## src/rtl/csr_trap_unit.sv

```systemverilog
// Machine-mode CSR file and trap-state sequencer.
// Supplies the trap/mret redirect targets and the 64-bit cycle/instret counters.
module csr_trap_unit #(
  parameter logic [31:0] MTVEC_RESET = 32'h0000_0100,
  parameter logic [31:0] HART_ID     = 32'd0,
  parameter logic [31:0] MISA_VALUE  = 32'h4000_0100
) (
  input  logic        clk_i,
  input  logic        rst_i,
  input  logic        csr_access_i,
  input  logic [1:0]  csr_op_i,
  input  logic [11:0] csr_addr_i,
  input  logic [31:0] csr_wdata_i,
  output logic [31:0] csr_rdata_o,
  output logic        csr_illegal_o,
  input  logic        save_pc_ex_i,
  input  logic        save_pc_id_i,
  input  logic [31:0] pc_ex_i,
  input  logic [31:0] pc_id_i,
  input  logic [4:0]  exception_cause_i,
  input  logic        is_mret_i,
  input  logic        instr_retired_i,
  output logic [31:0] trap_vector_o,
  output logic [31:0] mepc_o,
  output logic        mie_o
);

  localparam logic [11:0] A_MSTATUS   = 12'h300;
  localparam logic [11:0] A_MISA      = 12'h301;
  localparam logic [11:0] A_MTVEC     = 12'h305;
  localparam logic [11:0] A_MSCRATCH  = 12'h340;
  localparam logic [11:0] A_MEPC      = 12'h341;
  localparam logic [11:0] A_MCAUSE    = 12'h342;
  localparam logic [11:0] A_MCYCLE    = 12'hB00;
  localparam logic [11:0] A_MINSTRET  = 12'hB02;
  localparam logic [11:0] A_MCYCLEH   = 12'hB80;
  localparam logic [11:0] A_MINSTRETH = 12'hB82;
  localparam logic [11:0] A_CYCLE     = 12'hC00;
  localparam logic [11:0] A_INSTRET   = 12'hC02;
  localparam logic [11:0] A_CYCLEH    = 12'hC80;
  localparam logic [11:0] A_INSTRETH  = 12'hC82;
  localparam logic [11:0] A_MHARTID   = 12'hF14;

  logic        mie, mpie;
  logic [31:2] mtvec, mepc;
  logic [31:0] mscratch;
  logic [4:0]  mcause;
  logic [63:0] mcycle, minstret;

  logic        mapped, trap, csr_we;
  logic [31:0] wval;
  logic [63:0] mcycle_next, minstret_next;
  logic        unused_pc_lsbs;

  assign unused_pc_lsbs = ^{pc_ex_i[1:0], pc_id_i[1:0], MTVEC_RESET[1:0]};

  always_comb begin
    mapped      = 1'b1;
    csr_rdata_o = '0;
    case (csr_addr_i)
      A_MSTATUS:                csr_rdata_o = {19'b0, 2'b11, 3'b0, mpie, 3'b0, mie, 3'b0};
      A_MISA:                   csr_rdata_o = MISA_VALUE;
      A_MTVEC:                  csr_rdata_o = {mtvec, 2'b00};
      A_MSCRATCH:               csr_rdata_o = mscratch;
      A_MEPC:                   csr_rdata_o = {mepc, 2'b00};
      A_MCAUSE:                 csr_rdata_o = {27'b0, mcause};
      A_MCYCLE, A_CYCLE:        csr_rdata_o = mcycle[31:0];
      A_MCYCLEH, A_CYCLEH:      csr_rdata_o = mcycle[63:32];
      A_MINSTRET, A_INSTRET:    csr_rdata_o = minstret[31:0];
      A_MINSTRETH, A_INSTRETH:  csr_rdata_o = minstret[63:32];
      A_MHARTID:                csr_rdata_o = HART_ID;
      default:                  mapped = 1'b0;
    endcase
  end

  assign csr_illegal_o = csr_access_i &&
                         (!mapped || (csr_op_i != 2'b00 && csr_addr_i[11:10] == 2'b11));
  assign trap   = save_pc_ex_i || save_pc_id_i;
  assign csr_we = csr_access_i && !csr_illegal_o && csr_op_i != 2'b00 && !trap && !is_mret_i;

  always_comb begin
    case (csr_op_i)
      2'b01:   wval = csr_wdata_i;
      2'b10:   wval = csr_rdata_o | csr_wdata_i;
      2'b11:   wval = csr_rdata_o & ~csr_wdata_i;
      default: wval = csr_rdata_o;
    endcase
  end

  // A half-write overlays the already-incremented value so carries into the other half survive.
  always_comb begin
    mcycle_next   = mcycle + 64'd1;
    minstret_next = minstret + {63'b0, instr_retired_i && !trap};
    if (csr_we) begin
      case (csr_addr_i)
        A_MCYCLE:    mcycle_next[31:0]    = wval;
        A_MCYCLEH:   mcycle_next[63:32]   = wval;
        A_MINSTRET:  minstret_next[31:0]  = wval;
        A_MINSTRETH: minstret_next[63:32] = wval;
        default: ;
      endcase
    end
  end

  always_ff @(posedge clk_i or posedge rst_i) begin
    if (rst_i) begin
      mie      <= 1'b0;
      mpie     <= 1'b0;
      mtvec    <= MTVEC_RESET[31:2];
      mscratch <= '0;
      mepc     <= '0;
      mcause   <= '0;
      mcycle   <= '0;
      minstret <= '0;
    end else begin
      mcycle   <= mcycle_next;
      minstret <= minstret_next;
      if (trap) begin
        mepc   <= save_pc_ex_i ? pc_ex_i[31:2] : pc_id_i[31:2];
        mcause <= exception_cause_i;
        mpie   <= mie;
        mie    <= 1'b0;
      end else if (is_mret_i) begin
        mie  <= mpie;
        mpie <= 1'b1;
      end else if (csr_we) begin
        case (csr_addr_i)
          A_MSTATUS: begin
            mie  <= wval[3];
            mpie <= wval[7];
          end
          A_MTVEC:    mtvec    <= wval[31:2];
          A_MSCRATCH: mscratch <= wval;
          A_MEPC:     mepc     <= wval[31:2];
          A_MCAUSE:   mcause   <= wval[4:0];
          default: ;
        endcase
      end
    end
  end

  assign trap_vector_o = {mtvec, 2'b00};
  assign mepc_o        = {mepc, 2'b00};
  assign mie_o         = mie;

endmodule

```

## config.mk

```make
export PLATFORM = sky130hd
export DESIGN_NAME = csr_trap_unit
export DESIGN_NICKNAME = d
export VERILOG_FILES = /design/src/rtl/csr_trap_unit.sv
export SDC_FILE = /design/constraint.sdc
export NUM_CORES = 1
export LEC_CHECK = 0
export CAP_MARGIN = 20
export CELL_PAD_IN_SITES_DETAIL_PLACEMENT = 0
export CELL_PAD_IN_SITES_GLOBAL_PLACEMENT = 1
export CORE_MARGIN = 3
export CORE_UTILIZATION = 45
export CTS_CLUSTER_DIAMETER = 200
export DETAILED_ROUTE_END_ITERATION = 10
export GPL_TIMING_DRIVEN = 1
export PLACE_DENSITY_LB_ADDON = 0.1
export RECOVER_POWER = 100
export REMOVE_ABC_BUFFERS = 1
export SETUP_SLACK_MARGIN = 0.4
export SYNTH_ARGS = -nofsm -noshare
export SYNTH_HDL_FRONTEND = slang
export SYNTH_SLANG_ARGS = --single-unit
```

## constraint.sdc

```tcl
create_clock -name clk_i -period 12.9 [get_ports clk_i]
set_input_delay 1.935 -clock clk_i [delete_from_list [all_inputs] [get_ports clk_i]]
set_output_delay 1.935 -clock clk_i [all_outputs]
set_load 0.05 [all_outputs]
```

==> results of run 1 <==
[flip-flops by register name, summed over array words and instances (netlist names)]
signal	flops
mcycle	64
minstret	64
mscratch	32
mepc	30
mtvec	30
mcause	5
mie_o	1
mpie	1
[Yosys cell counts, drive strengths merged, types with 4 or more instances]
master / instances / area share
a32o: 6 / 0.0041
o211ai: 11 / 0.0065
nor3: 55 / 0.025
a221oi: 20 / 0.012
nor4: 29 / 0.017
buf: 65 / 0.025
a221o: 5 / 0.0034
xnor2: 143 / 0.085
inv: 43 / 0.011
nor4b: 6 / 0.0066
o31ai: 7 / 0.0056
nand3: 59 / 0.020
nand2: 178 / 0.045
and3: 17 / 0.0072
nor2: 108 / 0.027
o2bb2ai: 4 / 0.0024
xor2: 4 / 0.0024
o21ai: 133 / 0.045
o2111ai: 7 / 0.0041
and4: 13 / 0.0077
or2: 11 / 0.0047
o22ai: 6 / 0.0030
clkbuf: 50 / 0.013
a2bb2oi: 12 / 0.0071
a21o: 4 / 0.0020
dfrtp: 226 / 0.38
a22o: 4 / 0.0024
mux2i: 124 / 0.084
or3: 5 / 0.0021
nand4: 51 / 0.025
a21oi: 106 / 0.036
nand2b: 15 / 0.0063
and2: 29 / 0.012
o21a: 10 / 0.0051
a22oi: 30 / 0.015
[worst min-delay path: cells and delay by family (launching register included)]
kind	cells	cell delay, ns
DFF	1	0.33
and+or+nand+nor	1	0.04
AOI/OAI and AO/OA	1	0.06
[kinds of logic (layout without fill, tap and decap cells)]
kind of cell    after synthesis  count (layout)  synth area share
simple gates                597             597             0.220
buf+inv                     158             337            0.0488
flops                       227             227             0.384
compound gates              392             392             0.171
fa+ha+maj                     3               3           0.00254
other cells                   1               4          0.000254
xor+xnor                    147             147            0.0871
mux                         127             127            0.0863
[power by group through the flow]
| stage | sequential, W | clock, W | combinational, W |
|---|---|---|---|
| floorplan | 0.000802 | 0 | 0.000106 |
| global placement | 0.000778 | 0 | 0.000249 |
| detailed placement | 0.000778 | 0 | 0.000253 |
| CTS | 0.000766 | 0.000770 | 0.000254 |
| global route | 0.000769 | 0.000798 | 0.000269 |
| finish | 0.000767 | 0.000764 | 0.000247 |
[metal layers]
layer	share of wire	global-route usage
met1	0.44	0.418
met2	0.45	0.481
met3	0.069	0.0390
met4	0.033	0.0887
met5	0	0
[final cells by class]
cell class / count / area share
clock buffers: 46 / 0.0477
well taps: 435 / 0.0306
inverters: 43 / 0.00913
repair buffers: 244 / 0.131
clock inverters: 4 / 0.00112
multi-input cells: 1270 / 0.462
flip-flops and latches: 227 / 0.319
[metrics by stage]
stage	cells	area, µm²	hold WS [ns]
global route	2269	17800	0.496
finish	2269	17800	0.470
CTS	2265	18000	0.474
floorplan	1540	14200	0.442
global placement	2215	17100	0.454
detailed placement	2215	17100	0.462
[worst paths after layout]
| path | startpoint | end | slack (ns) | cells after the start |
|---|---|---|---|---|
| min in group asynchronous | rst_i | mepc[18] | 3.22 | 2 |
| max in group asynchronous | rst_i | mpie | 4.40 | 4 |
| hold / removal | mscratch[0] | mscratch[0] | 0.47 | 2 |
| setup / recovery | csr_addr_i[10] | csr_rdata_o[7] | 3.98 | 6 |
| setup reg to reg | minstret[0] | minstret[56] | 8.97 | 9 |
| hold reg to reg | mscratch[0] | mscratch[0] | 0.47 | 2 |
==> results.toml, run 1 <==
[timing]
tightest_slew_ns = 4.63
fmax_mhz = 112
period_share = 0.691
finClkSkew_ns = 0.0163
slew_viol_final = 452
fin_ws_ns = 3.98
fin_crit_ns = 8.92
rsz0062_at_grt = "no"
slew-limit-headroom = -2.10
hold_viol = 0
fin_setup_tns_ns = 0
setup_viol = 0

[route]
wl_per_cell_um = 23.5
drc = 0
vias = 13726
postRouteAntennaNets = 0
drt-pass1-iter-count = 5
avgViaCountPerCell = 6.05
routed_wl_mm = 53.4
drt_iter0_markers = 1197

[yosys]
synth-seq-area-share = 0.384
ys_async_sr_fraction = 1.00
ys_types = 86
synth_area_mm2 = 0.0148
syn_area_per_cell_um2 = 8.95
yosys_warnings = 0
synth-seq-cells = 227
synth-main-ff-cell = "dfrtp_1"
synthCells = 1652
synth_edf_count = 0

[job]
maxCapViolations = 11

[floorplanning]
core_mm2 = 0.0320
dieHeight_um = 187
die_x_um = 187
boundaryPins = 220
initial_core_util = 0.462
placementRows = 65
die_area_mm2 = 0.0351

[pwr]
clock_power_share = 0.430
irDropWorstVdd_v = 0.0000901
power.leakage_nw = 7.05
swShare = 0.281
pwr-share-seq = 0.431
pwr-share-comb = 0.139
finalPower_w = 0.00178
intPower_w = 0.00128
power-per-cell-area_mw_per_mm2 = 99.8
switchingPower_w = 0.000499

[worst_setup_path]
cp_cell_sequence = "dlygate4sd3_1, and3b_1, o211ai_1, o22ai_1, or2_2, dlygate4sd3_1"
crit_path_max_incr_delay_ns = 2.39
critPathKind = "primary input to primary output"
crit_path_end_kind = "primary output"
arrival_ns = 6.98
path_max_fanout = 26
critical_path_buf_inv_count = 2
crit_path_top_delay_cell = "o211ai_1"
path_common_cell = "dlygate4sd3_1"
path_delay_family = "compound AO/OA/AOI/OAI gates"
crit_path_start_kind = "primary input"
required_ns = 10.97

[clock_network]
cts_buffers = 28
cts_tree = "yes"
cts_buffer_depth = 3
path_clk_slew_ns = 0.05
cts_root_buf = "clkbuf_16"
cts_setup_buffers = 0
ctsHoldBuffers = 0
cts_sinks = 227
htreeDepth = 1
post_cts_resized = 0
clk_latency_ns = 0.56

[grt]
grt_pass1_wl_mm = 82.0
grtUsageTotal = 0.297
grt_max_degree = 101
grt_pass1_vias = 13536
grt_overflow_total = 0
antenna_found_initial = 0

[finish]
layout_commonest_cell = "dfrtp_1"
syn_to_final_growth_pct = 20.5
nFillCells = 3001
layout_common_cells = "226 x dfrtp_1, 176 x nand2_1, 143 x xnor2_1, 124 x mux2i_1, 122 x o21ai_0"
diodes = 0
utilization = 0.557
multiInputGateArea_mm2 = 0.00823
final_net_count = 1939
layout.area.seq_mm2 = 0.00568
drive_gt1_frac = 0.0589

[place]
place_congestion = 0.903
place_ws_ns = 5.11
numPortBuffers = 211
hpwl_mm = 35.8

[status]
failed_checks = "capacitance limit, slew limit"
outcome = "complete, but fails checks"

[hold_path]
worstHoldPathType = "register to register"
(Power assumes the default switching activity.)
==> inputs of run 2 (changes only) <==
--- a/config.mk
+++ b/config.mk
@@ -9,7 +9,7 @@
 export CELL_PAD_IN_SITES_DETAIL_PLACEMENT = 0
 export CELL_PAD_IN_SITES_GLOBAL_PLACEMENT = 1
 export CORE_MARGIN = 3
-export CORE_UTILIZATION = 45
+export CORE_UTILIZATION = 42
 export CTS_CLUSTER_DIAMETER = 200
 export DETAILED_ROUTE_END_ITERATION = 10
 export GPL_TIMING_DRIVEN = 1
==> constraint.sdc (replaced) <==
create_clock -name clk_i -period 8.6 [get_ports clk_i]
set_input_delay 1.29 -clock clk_i [delete_from_list [all_inputs] [get_ports clk_i]]
set_output_delay 1.29 -clock clk_i [all_outputs]
set_load 0.05 [all_outputs]
==> results.toml, run 2 (synthesized netlist as in run 1, its figures left out) <==
[finish]
layout_common_cells = "226 x dfrtp_1, 176 x nand2_1, 143 x xnor2_1, 124 x mux2i_1, 122 x o21ai_0"
drive_gt1_frac = 0.0676
nFillCells = 3296
layout.area.seq_mm2 = 0.00568
syn_to_final_growth_pct = 21.6
utilization = 0.519
layout_commonest_cell = "dfrtp_1"
reg_top3 = "mcycle: 64 flops, minstret: 64 flops, mscratch: 32 flops"
stdcell_area_mm2 = 0.0180
diodes = 0
multiInputGateArea_mm2 = 0.00834
final_net_count = 1938

[pwr]
finalPower_w = 0.00268
irDropWorstVdd_v = 0.000140
clock_power_share = 0.432
pwr-share-seq = 0.429
swShare = 0.277
power.leakage_nw = 7.15
switchingPower_w = 0.000740
intPower_w = 0.00194
power-per-cell-area_mw_per_mm2 = 149
pwr-share-comb = 0.139

[floorplanning]
initial_core_util = 0.427
die_x_um = 194
core_mm2 = 0.0346
die_area_mm2 = 0.0375
placementRows = 68
boundaryPins = 220
dieHeight_um = 194

[worst_setup_path]
critPathKind = "primary input to primary output"
required_ns = 7.31
crit_path_end_kind = "primary output"
crit_path_start_kind = "primary input"
arrival_ns = 6.15
path_max_fanout = 18

[timing]
slew_viol_final = 223
slew-limit-headroom = -2.69
finClkSkew_ns = 0.0107
tightest_slew_ns = 5.50
rsz0062_at_grt = "no"
fmax_mhz = 134
hold_viol = 0
fin_crit_ns = 7.44
fin_setup_tns_ns = 0
period_share = 0.865
setup_viol = 0
holdWs_ns = 0.472

[place]
hpwl_mm = 37.0
numPortBuffers = 211
place_congestion = 0.867
postPlaceCellArea_mm2 = 0.0172

[route]
wl_per_cell_um = 24.1
drt-pass1-iter-count = 5
drc = 0
avgViaCountPerCell = 5.97
routed_wl_mm = 55.2
drt_iter0_markers = 1091
vias = 13670
postRouteAntennaNets = 0

[grt]
grtUsageTotal = 0.287
antenna_found_initial = 1
grt_overflow_total = 0
grt_max_degree = 116
grt_pass1_vias = 13575
grt_pass1_wl_mm = 84.5

[clock_network]
cts_root_buf = "clkbuf_16"
cts_buffer_depth = 3
post_cts_resized = 0
cts_tree = "yes"
clk_latency_ns = 0.55
cts_buffers = 28
htreeDepth = 1
path_clk_slew_ns = 0.06
ctsHoldBuffers = 0
cts_setup_buffers = 0
cts_sinks = 227

[status]
failed_checks = "capacitance limit, slew limit"
outcome = "complete, but fails checks"

[job]
maxCapViolations = 5

[hold_path]
worstHoldPathType = "register to register"
-- run 2: cell count changes in the layout (fill, tap and decap cells not counted), moves of 3 or more --
| cell | before | now |
|---|---|---|
| nor3_1 | 53 | 39 |
| nor3_2 | 1 | 14 |
| clkdlybuf4s50_1 | 116 | 110 |
| dlygate4sd3_1 | 91 | 96 |
| o31ai_1 | 2 | 7 |
| o31ai_2 | 5 | 0 |
| and2_0 | 4 | 1 |
| and2_1 | 25 | 28 |
| clkbuf_1 | 21 | 18 |
| clkinv_2 | 4 | 1 |
| nand4_1 | 50 | 47 |
| nand4_4 | 0 | 3 |
-- run 2: final timing paths --
kind / start / end / slack (ns) / cells after the start
worst max-delay path: csr_addr_i[6] / csr_rdata_o[23] / 1.16 / 8
worst min-delay path: mscratch[0] / mscratch[0] / 0.47 / 2
worst max register to register: mcycle[3] / mcycle[59] / 5.07 / 6
worst min register to register: mscratch[0] / mscratch[0] / 0.47 / 2
max in group asynchronous: rst_i / mie_o / 3.25 / 2
min in group asynchronous: rst_i / mepc[18] / 2.87 / 2
-- run 2: routing by layer --
layer	wire (µm)	track usage	vias to the layer above	share of wire
met3	3170	0.0361	96	0.057
met1	24900	0.407	6767	0.45
met4	1840	0.0879	2	0.033
li1	-	-	6298	-
met5	7	0	-	0.00013
met2	25300	0.462	507	0.46
-- run 2: final cells by class --
cell class                      count  area share
Clock buffer                       48      0.0488
Clock inverter                      2    0.000766
Inverter                           43     0.00905
Multi-Input combinational cell   1270       0.464
Sequential cell                   227       0.316
Tap cell                          455      0.0317
Timing Repair Buffer              243       0.130
-- run 2: critical path: stages --
cell and delay [ns]:
dlygate4sd3_1 1.00, nor4b_1 0.58, and4_1 0.95, clkbuf_1 0.92, o2bb2ai_1 0.23, o21bai_1 0.15, a221o_1 0.13, dlygate4sd3_1 0.87
-- run 2: power groups by stage --
stage | Combinational, W | Sequential (W) | Clock [W]
after global placement | 0.000377 | 0.00117 | 0
after global routing | 0.000400 | 0.00115 | 0.00121
after detailed placement | 0.000382 | 0.00117 | 0
after CTS | 0.000384 | 0.00115 | 0.00117
after floorplan | 0.000159 | 0.00120 | 0
final | 0.000372 | 0.00115 | 0.00116
-- run 2: metrics by stage --
step / std cells / worst slack [ns]
after floorplan: 1540 / 1.09
after global placement: 2235 / 2.01
after detailed placement: 2235 / 1.96
after CTS: 2285 / 1.94
after global routing: 2288 / 1.12
final: 2288 / 1.16
